`src/rtl/hsstl_rst4mcrsw_pkg.sv`:
```
// Shared constants for the RX status filter: default debounce counts,
// synchronizer reset values and the debounce counter width helper.
package hsstl_rst4mcrsw_pkg;

    localparam int SYNC_STAGES_DEF      = 2;
    localparam int LOS_ASSERT_CNT_DEF   = 4;
    localparam int LOS_DEASSERT_CNT_DEF = 64;
    localparam int CDR_LOCK_CNT_DEF     = 128;
    localparam int CDR_DROP_CNT         = 1;
    localparam int WA_ASSERT_CNT_DEF    = 8;
    localparam int WA_DROP_CNT_DEF      = 4;
    localparam int EVT_CNT_WIDTH_DEF    = 8;

    // Loss is assumed present until proven otherwise; lock/align assumed absent.
    localparam logic SYNC_RST_LOS = 1'b1;
    localparam logic SYNC_RST_CDR = 1'b0;
    localparam logic SYNC_RST_WA  = 1'b0;

    function automatic int cnt_width(input int max_n);
        return $clog2(max_n) + 1;
    endfunction

endpackage

```
`src/rtl/hsstl_rst4mcrsw_debounce_v1_0.sv`:
```
// Asymmetric debounce: dout flips after N consecutive differing samples,
// N chosen by the direction of travel; hold forces hold_val and clears the count.
module hsstl_rst4mcrsw_debounce_v1_0
    import hsstl_rst4mcrsw_pkg::*;
#(
    parameter int   ASSERT_CNT   = 4,
    parameter int   DEASSERT_CNT = 64,
    parameter logic RST_VAL      = 1'b0
) (
    input  logic clk,
    input  logic rst,
    input  logic hold,
    input  logic hold_val,
    input  logic din,
    output logic dout
);

    localparam int MAX_N = (ASSERT_CNT > DEASSERT_CNT) ? ASSERT_CNT : DEASSERT_CNT;
    localparam int CW    = cnt_width(MAX_N);

    logic          f_q, f_d;
    logic [CW-1:0] c_q, c_d;
    logic [CW-1:0] lim;

    always_comb begin
        f_d = f_q;
        c_d = c_q;
        lim = f_q ? CW'(DEASSERT_CNT - 1) : CW'(ASSERT_CNT - 1);
        if (hold) begin
            f_d = hold_val;
            c_d = '0;
        end else if (din == f_q) begin
            c_d = '0;
        end else if (c_q == lim) begin
            f_d = din;
            c_d = '0;
        end else begin
            c_d = c_q + CW'(1);
        end
    end

    always_ff @(posedge clk or posedge rst) begin
        if (rst) begin
            f_q <= RST_VAL;
            c_q <= '0;
        end else begin
            f_q <= f_d;
            c_q <= c_d;
        end
    end

    assign dout = f_q;

endmodule

```
`src/rtl/hsstl_rst4mcrsw_rx_status_filter_v1_0.sv`:
```
// Synchronizes and debounces raw HSST lane status for the RX init FSM, gates
// lock/align on loss, and counts loss assertions. Raw edge to filter state: SYNC_STAGES+N clocks.
module hsstl_rst4mcrsw_rx_status_filter_v1_0
    import hsstl_rst4mcrsw_pkg::*;
#(
    parameter int SYNC_STAGES      = SYNC_STAGES_DEF,
    parameter int LOS_ASSERT_CNT   = LOS_ASSERT_CNT_DEF,
    parameter int LOS_DEASSERT_CNT = LOS_DEASSERT_CNT_DEF,
    parameter int CDR_LOCK_CNT     = CDR_LOCK_CNT_DEF,
    parameter int WA_ASSERT_CNT    = WA_ASSERT_CNT_DEF,
    parameter int WA_DROP_CNT      = WA_DROP_CNT_DEF,
    parameter int EVT_CNT_WIDTH    = EVT_CNT_WIDTH_DEF
) (
    input  logic                     clk,
    input  logic                     rst,
    input  logic                     P_RX_PMA_RSTN,
    input  logic                     raw_los,
    input  logic                     raw_cdr_lock,
    input  logic                     raw_word_align,
    input  logic                     evt_cnt_clr,
    output logic                     loss_signal,
    output logic                     cdr_align,
    output logic                     word_align,
    output logic [EVT_CNT_WIDTH-1:0] los_evt_cnt
);

    logic [SYNC_STAGES-1:0] los_sync_q, cdr_sync_q, wa_sync_q;
    logic                   los_f, cdr_f, wa_f;
    logic                   hold;
    logic                   los_prev_q;
    logic [EVT_CNT_WIDTH-1:0] evt_cnt_q, evt_cnt_d;

    always_ff @(posedge clk or posedge rst) begin
        if (rst) begin
            los_sync_q <= {SYNC_STAGES{SYNC_RST_LOS}};
            cdr_sync_q <= {SYNC_STAGES{SYNC_RST_CDR}};
            wa_sync_q  <= {SYNC_STAGES{SYNC_RST_WA}};
        end else begin
            los_sync_q <= {los_sync_q[SYNC_STAGES-2:0], raw_los};
            cdr_sync_q <= {cdr_sync_q[SYNC_STAGES-2:0], raw_cdr_lock};
            wa_sync_q  <= {wa_sync_q[SYNC_STAGES-2:0],  raw_word_align};
        end
    end

    assign hold = ~P_RX_PMA_RSTN;

    hsstl_rst4mcrsw_debounce_v1_0 #(
        .ASSERT_CNT  (LOS_ASSERT_CNT),
        .DEASSERT_CNT(LOS_DEASSERT_CNT),
        .RST_VAL     (1'b1)
    ) u_los (
        .clk     (clk),
        .rst     (rst),
        .hold    (hold),
        .hold_val(1'b1),
        .din     (los_sync_q[SYNC_STAGES-1]),
        .dout    (los_f)
    );

    hsstl_rst4mcrsw_debounce_v1_0 #(
        .ASSERT_CNT  (CDR_LOCK_CNT),
        .DEASSERT_CNT(CDR_DROP_CNT),
        .RST_VAL     (1'b0)
    ) u_cdr (
        .clk     (clk),
        .rst     (rst),
        .hold    (hold),
        .hold_val(1'b0),
        .din     (cdr_sync_q[SYNC_STAGES-1]),
        .dout    (cdr_f)
    );

    hsstl_rst4mcrsw_debounce_v1_0 #(
        .ASSERT_CNT  (WA_ASSERT_CNT),
        .DEASSERT_CNT(WA_DROP_CNT),
        .RST_VAL     (1'b0)
    ) u_wa (
        .clk     (clk),
        .rst     (rst),
        .hold    (hold),
        .hold_val(1'b0),
        .din     (wa_sync_q[SYNC_STAGES-1]),
        .dout    (wa_f)
    );

    // A rise of los_f (debounced or forced by PMA hold) is seen one clock later.
    always_comb begin
        evt_cnt_d = evt_cnt_q;
        if (evt_cnt_clr) begin
            evt_cnt_d = '0;
        end else if (los_f && !los_prev_q && (evt_cnt_q != {EVT_CNT_WIDTH{1'b1}})) begin
            evt_cnt_d = evt_cnt_q + EVT_CNT_WIDTH'(1);
        end
    end

    always_ff @(posedge clk or posedge rst) begin
        if (rst) begin
            los_prev_q <= 1'b1;
            evt_cnt_q  <= '0;
        end else begin
            los_prev_q <= los_f;
            evt_cnt_q  <= evt_cnt_d;
        end
    end

    assign loss_signal = los_f;
    assign cdr_align   = cdr_f & ~los_f;
    assign word_align  = wa_f & cdr_f & ~los_f;
    assign los_evt_cnt = evt_cnt_q;

endmodule

```
`config.mk`:
```
export PLATFORM = sky130hd
export DESIGN_NAME = hsstl_rst4mcrsw_rx_status_filter_v1_0
export DESIGN_NICKNAME = d
export VERILOG_FILES = /design/src/rtl/hsstl_rst4mcrsw_pkg.sv /design/src/rtl/hsstl_rst4mcrsw_debounce_v1_0.sv /design/src/rtl/hsstl_rst4mcrsw_rx_status_filter_v1_0.sv
export SDC_FILE = /design/constraint.sdc
export NUM_CORES = 1
export LEC_CHECK = 0
export ABC_AREA = 1
export BUFFER_PORTS_ARGS = -buffer_cell sky130_fd_sc_hd__buf_2
export CORE_UTILIZATION = 52
export CTS_CLUSTER_SIZE = 12
export DETAILED_ROUTE_END_ITERATION = 10
export PLACE_DENSITY_LB_ADDON = 0.2
export SLEW_MARGIN = 20
export SYNTH_ARGS = -nofsm -noshare
export SYNTH_HDL_FRONTEND = slang
export SYNTH_SLANG_ARGS = --single-unit
```
`constraint.sdc`:
```
create_clock -name clk -period 1.22 [get_ports clk]
set_input_delay 0.244 -clock clk [delete_from_list [all_inputs] [get_ports clk]]
set_output_delay 0.244 -clock clk [all_outputs]
set_load 0.005 [all_outputs]
```
==> results of run 1 <==
report_power, final:
part	leakage [nW]	internal [mW]	switching (mW)	total (mW)
sequential	0.482	1.25	0.0136	1.26
combinational	0.580	0.0509	0.0781	0.129
clock	0.0445	0.487	0.403	0.890
total	1.11	1.79	0.495	2.28
worst min path at each step:
| stage | slack (ns) | cells past startpoint | start | end |
|---|---|---|---|---|
| 2_1_floorplan | 0.25 | 0 | raw_los | los_sync_q[0]$_DFF_PP1_ |
| 3_3_place_gp | 0.31 | 3 | rst | los_evt_cnt[3]$_DFFE_PP0P_ |
| 3_5_place_dp | 0.33 | 3 | rst | los_evt_cnt[2]$_DFFE_PP0P_ |
| 4_1_cts | 0.0009 | 1 | raw_word_align | wa_sync_q[0]$_DFF_PP0_ |
| 5_1_grt | 0.15 | 2 | P_RX_PMA_RSTN | u_los.dout$_DFFE_PP1P_ |
| 6_report | 0.15 | 2 | P_RX_PMA_RSTN | u_los.dout$_DFFE_PP1P_ |
logic make-up after synthesis:
| kind of cell | Yosys count | synth area share, % |
|---|---|---|
| AND/OR/NAND/NOR | 112 | 28.8 |
| AO/OA/AOI/OAI | 20 | 6.12 |
| buffers and inverters | 28 | 5.85 |
| adder cells (fa/ha/maj) | 4 | 2.69 |
| flip-flops | 37 | 50.0 |
| XOR/XNOR | 14 | 6.59 |
flip-flops by register name (all words and copies together), names as in the netlist:
signal / flops
cdr_sync_q: 2
los_evt_cnt: 8
los_prev_q: 1
los_sync_q: 2
u_cdr.c_q: 8
u_cdr.dout: 1
u_los.c_q: 7
u_los.dout: 1
u_wa.c_q: 4
u_wa.dout: 1
wa_sync_q: 2
layer usage:
metal	global-route usage, %	up-vias
li1	-	782
met4	10.5	0
met3	5.80	2
met1	26.6	717
met5	0	-
met2	32.6	28
through the flow:
step | setup slack [ns] | hold WS [ns] | power (mW) | std cells
after floorplan | -0.000242 | 0.248 | 1.35 | 215
after global placement | 0.0209 | 0.306 | 1.39 | 287
after detailed placement | -0.0146 | 0.327 | 1.39 | 287
after CTS | -0.197 | 0.000928 | 2.29 | 304
after global routing | -0.240 | 0.150 | 2.40 | 313
final | -0.184 | 0.149 | 2.28 | 313
area by class of cell:
cell class | instances | area (µm²)
clock buffer | 6 | 51.3
fill | 251 | 932
tap | 46 | 57.6
multi-input combinational | 150 | 901
timing repair buffer | 44 | 359
clock inverter | 2 | 37.5
sequential | 37 | 937
inverter | 28 | 114
cell usage in the layout, fill, tap and decap left out:
master         netlist  layout
a21oi_1              5       3
a21oi_2              0       2
buf_12               0       2
buf_2                0      13
buf_4                0      18
buf_6                0       7
bufinv_16            0       1
clkbuf_4             0       5
clkbuf_8             0       1
clkinv_2             1       1
clkinvlp_4           0       1
dfrtp_1             33      28
dfrtp_2              0       5
dfstp_2              4       4
dlygate4sd3_1        0       4
ha_2                 0       4
inv_1               24      23
inv_2                2       2
inv_4                1       1
inv_6                0       1
nand2_1             35      32
nand2_2              6       9
nand2_4              3       3
nand3_1             18      15
nand3_2              1       4
nand3_4              1       1
nand4_1              3       3
nor2_1              38      31
nor2_2               5      10
nor2_4               2       4
o21ai_0              8       6
o21ai_1              3       2
o21ai_2              3       6
o21bai_1             1       1
xnor2_1              6       6
xor2_1               8       8
repair_timing:
item / 4_1_cts / 5_1_grt
hold buffers: 2 / 2
gates resized for setup: 11 / 29
endpoints found under the hold margin: 34 / 2
pin swaps: 3 / 11
setup buffers: 7 / 7
endpoints found under the setup margin: 11 / 40
==> metrics.md, run 1 <==
| Metric | Value |
|---|---|
| Register-to-Register Path Depth | 9 |
| Reg2Reg Setup Slack | -0.12 ns |
| Vias in the first global route | 1,308 |
| Row cnt | 21 |
| Met3 WL | 133 µm |
| Cell area after layout | 0.00246 mm² |
| Cell Chain, Critical Path | buf_12, nor2_4, buf_2 |
| Critical path buffers and inverters | 2 |
| Fin. Hold Viols | 0 |
| Status | finished, violations left |
| Worst Hold Class | input port to register |
| Synth async-reset ratio | 100% |
| DR WL met2 | 1890 µm |
| Relative slew margins | 78.4% |
| Routed WL | 3690 µm |
| CTS tree | yes |
| Main synth FF type | dfrtp_1 |
| Post-synth EDFFs | 0 |
| Met1 WL | 1640 µm |
| DRT Pass-1 Iters | 4 |
| Largest net degree at the start of global routing | 38 |
| Routability cong. | 0.823 |
| RSZ-0062 raised after global routing | yes |
| CP Launch Type | register |
| Post-synthesis sequential element count | 37 |
| Initial Util | 54.9% |
| Fin util | 72.5% |
| Overall global routing resource usage | 20.8% |
| Remaining DRCs | 0 |
| Critical path class | register to primary output |
| CP Capture Type | primary output |
| Iter 0 DRT Violations | 61 |
| Worst clock skew | 0.0178 ns |
| Reg clk slew, reported paths | 0.10 ns |
| Port bufs | 17 |
| WP depth | 3 |
| Clk_lat worst skew | 0.34 ns |
| Synth-to-Final Area Change | 32.0% |
| VDD IR max | 0.768 mV |
| I/O pin cnt | 18 |
| Fin crit share | 115% |
| Synth cell types | 24 |
| CP startpoint | u_los.dout$_DFFE_PP1P_ |
| Top cells by area, synth | dfrtp_1 44%, nor2_1 7.7%, nand2_1 7.1% |
| Max-slew violation count | 0 |
| Max Fclk | 0.712 GHz |
| Grt ovf | 0 |
| Vias per cell | 4.88 |
| Count leader, synth | nor2_1 |
| First-pass GRT wire length | 5610 µm |
| Post-synthesis sequential area ratio | 50.0% |
| Worst Path Arrival | 1.16 ns |
| Share of post-route cells with drive strength above 1 | 39.3% |
| Initial antenna violation count | 0 |
| DR vias | 1,529 |
| CTS Buffer Depth | 2 |
| Die ar. | 0.00382 mm² |
| Inserted Clock Buffers | 5 |
| Number of diodes | 0 |
| Post-synth top area cell | dfrtp_1 |
| Die height | 61.8 µm |
| PD cells | 928 mW/mm² |
| Worst Tran Pin Value | 0.324 ns |
| Syn nets | 226 |
| Worst EP required | 0.98 ns |
| Max H-tree Level | 2 |
| Cells after Synth | 215 |
| Avg Inst Size Synth | 8.66 µm² |
| Routed Antenna Nets | 0 |
| Commonest cells in the netlist | 38 x nor2_1, 35 x nand2_1, 33 x dfrtp_1, 24 x inv_1, 18 x nand3_1 |
| CP peak stage delay | 0.57 ns |
| Core Area | 0.00339 mm² |
| Nets | 277 |
| Post-Syn Area | 0.00186 mm² |
| Wirelength per Cell | 11.8 µm |
| Number of max-cap violations | 0 |
| Setup violations, final | 21 |
| Violated checks | setup timing |
| TNS Setup | -1.51 ns |
| R2r endpoint | los_evt_cnt[7]$_DFFE_PP0P_ |
| Static leakage | 1.11 nW |
| Worst setup path end | word_align |
| Min Tclk post-route | 1.40 ns |
| Family with the most delay on the worst path | flip-flops |
| DP Area | 0.00210 mm² |
| YS warnings | 0 |
| Reg2Reg Launch Point | los_evt_cnt[1]$_DFFE_PP0P_ |
| CTS Root Cell | clkbuf_4 |
| Die W | 61.8 µm |
| Slowest cell on the critical path | dfstp_2 |
| Setup WS post-layout | -0.184 ns |
| Sink Count | 37 |
| Uppermost layer routed | met4 |
| Synth top area share | 44.4% |
| Worst-path maximum fanout | 5 |
| Hpwl dp | 2330 µm |
Note: power is estimated with default switching activity, not from simulation.
==> run 2: changes to the inputs <==
- PLACE_DENSITY: not set -> 0.83
- PLACE_DENSITY_LB_ADDON: 0.2 -> not set
==> metrics.md, run 2 (synthesis gave the netlist of run 1 again) <==
| Metric | Value |
|---|---|
| Status | finished, violations left (unchanged) |
| Violated checks | setup timing (unchanged) |
| Max Fclk | 0.687 GHz (was 0.712 GHz) |
| DRT Pass-1 Iters | 4 (unchanged) |
| Worst Tran Pin Value | 0.373 ns (was 0.324 ns) |
| Worst-path maximum fanout | 5 (unchanged) |
| Wirelength per Cell | 16.2 µm (was 11.8 µm) |
| Sw frac | 22.5% (was 21.7%) |
| Static leakage | 1.19 nW (was 1.11 nW) |
| Port bufs | 17 (unchanged) |
| Reg clk slew, reported paths | 0.13 ns (was 0.10 ns) |
| Overall global routing resource usage | 23.7% (was 20.8%) |
| Initial Util | 54.9% (unchanged) |
| Inserted Clock Buffers | 5 (unchanged) |
| Worst Hold Class | input port to register (unchanged) |
| Routed WL | 5160 µm (was 3690 µm) |
| Most frequent cells in the layout | 27 x dfrtp_1, 26 x nand2_1, 24 x nor2_1 (was 32 x nand2_1, 31 x nor2_1, 28 x dfrtp_1) |
| P_sw | 565 µW (was 495 µW) |
| DR vias | 1,728 (was 1,529) |
| Clk_lat worst skew | 0.36 ns (was 0.34 ns) |
| Critical path class | register to register (was register to primary output) |
| Part of the power in the clock network | 42.9% (was 39.0%) |
| RSZ-0062 raised after global routing | yes (unchanged) |
| Min Tclk post-route | 1.45 ns (was 1.40 ns) |
| Met3 GRT Util | 7.25% (was 5.80%) |
| Relative slew margins | 75.1% (was 78.4%) |
| Place WS | -0.0213 ns (was -0.0146 ns) |
| PD cells | 936 mW/mm² (was 928 mW/mm²) |
| Max-slew violation count | 0 (unchanged) |
| Non-filler cells, final | 319 (was 313) |
| Die W | 61.8 µm (unchanged) |
| Vias per cell | 5.42 (was 4.88) |
| Met1 GRT Util | 25.7% (was 26.6%) |
| Worst Path Arrival | 1.76 ns (was 1.16 ns) |
| CP Capture Type | register (was primary output) |
| Remaining DRCs | 0 (unchanged) |
| CTS tree | yes (unchanged) |
| GR Layer Usage met2 | 40.2% (was 32.6%) |
| Routability cong. | 0.831 (was 0.823) |
| CTS Buffer Depth | 2 (unchanged) |
| Setup violations, final | 31 (was 21) |
| Synth-to-Final Area Change | 44.3% (was 32.0%) |
| Fin crit share | 119% (was 115%) |
| VDD IR max | 0.940 mV (was 0.768 mV) |
| Gate power share | 6.6% (was 5.7%) |
| Int Power | 1.95 mW (was 1.79 mW) |
| Row cnt | 21 (unchanged) |
| First-pass GRT wire length | 6320 µm (was 5610 µm) |
| Routed Antenna Nets | 0 (unchanged) |
| CTS Root Cell | clkbuf_4 (unchanged) |
| Cell area after layout | 0.00269 mm² (was 0.00246 mm²) |
| Seq pwr share | 50.4% (was 55.3%) |
| Hold depth | 2 (unchanged) |
| Number of max-cap violations | 0 (unchanged) |
| Total power | 2.51 mW (was 2.28 mW) |
| Fin. Hold Viols | 0 (unchanged) |
| DP Area | 0.00209 mm² (was 0.00210 mm²) |
| Sink Count | 37 (unchanged) |
| I/O pin cnt | 18 (unchanged) |
| Hpwl dp | 2530 µm (was 2330 µm) |
| Hold WS | 0.152 ns (was 0.149 ns) |
| Grt peak-use layer | met2 (unchanged) |
| Worst clock skew | 0.0138 ns (was 0.0178 ns) |
| Fill cell total of the finished layout | 170 (was 251) |
| Most common cell after layout, fill and taps aside | dfrtp_1 (was nand2_1) |
| Initial antenna violation count | 0 (unchanged) |
| Number of diodes | 0 (unchanged) |
| Die height | 61.8 µm (unchanged) |
| Vias in the first global route | 1,496 (was 1,308) |
| Die ar. | 0.00382 mm² (unchanged) |
| Placed cell count | 288 (was 287) |
| Share of post-route cells with drive strength above 1 | 48.7% (was 39.3%) |
| CP Launch Type | register (unchanged) |
| Grt ovf | 0 (unchanged) |
| Setup WS post-layout | -0.235 ns (was -0.184 ns) |
| Core Area | 0.00339 mm² (unchanged) |
| Iter 0 DRT Violations | 162 (was 61) |
| Nets | 283 (was 277) |
| Largest net degree at the start of global routing | 38 (unchanged) |
| Register-to-Register Path Depth | 8 (was 9) |
| Fin util | 79.3% (was 72.5%) |
| Worst EP required | 1.52 ns (was 0.98 ns) |
| TNS Setup | -3.51 ns (was -1.51 ns) |
| Max H-tree Level | 2 (unchanged) |
run 2: cell count changes in the layout (fill, tap and decap cells not counted), sizes merged:
cell	before	now
clkbuf	6	5
clkinvlp	1	0
bufinv	1	2
clkinv	1	2
buf	40	46
run 2: power groups by stage:
stage	logic, mW	registers [mW]	clock network (mW)
2_1_floorplan	0.0644	1.28	0
3_3_place_gp	0.106	1.29	0
3_5_place_dp	0.109	1.29	0
4_1_cts	0.130	1.26	1.07
5_1_grt	0.181	1.27	1.14
6_report	0.166	1.27	1.08
run 2: layer usage:
metal | up-vias | wire (µm)
li1 | 792 | -
met1 | 839 | 2040
met3 | 16 | 291
met2 | 81 | 2680
met5 | - | 0
met4 | 0 | 148
run 2: path summary, 6_finish.rpt:
path                                                 start                         end  slack, ns
worst max-delay path            los_evt_cnt[0]$_DFFE_PP0P_  los_evt_cnt[0]$_DFFE_PP0P_      -0.23
max in group asynchronous                              rst     los_sync_q[1]$_DFF_PP1_       0.49
worst min register to register     cdr_sync_q[0]$_DFF_PP0_     cdr_sync_q[1]$_DFF_PP0_       0.36
worst max register to register  los_evt_cnt[0]$_DFFE_PP0P_  los_evt_cnt[0]$_DFFE_PP0P_      -0.23
worst min-delay path                         P_RX_PMA_RSTN      u_los.dout$_DFFE_PP1P_       0.15
min in group asynchronous                              rst       u_wa.c_q[2]$_DFF_PP0_       0.45
run 2: layout make-up:
type	count	area (µm²)	area share [%]
Tap cell	46	57.6	2.14
Clock buffer	5	37.5	1.40
Clock inverter	3	65.1	2.42
Multi-Input combinational cell	150	1050	38.9
Sequential cell	37	938	34.9
Inverter	28	116	4.33
Timing Repair Buffer	50	425	15.8
run 2: what timing repair did:
item	CTS	global route
endpoints found under the setup margin	18	37
pin swaps	5	15
resized for setup	16	70
hold endpoints to repair	36	0
hold buffers	4	0
buffers inserted	11	8
run 2: worst max-delay path, stage by stage (launching register included):
cell     delay [ns]
dfrtp_1        0.40
ha_2           0.24
nand2_4        0.08
nor2_4         0.13
nand2_2        0.08
nand2_4        0.12
nand2_4        0.08
buf_4          0.16
o21ai_2        0.10
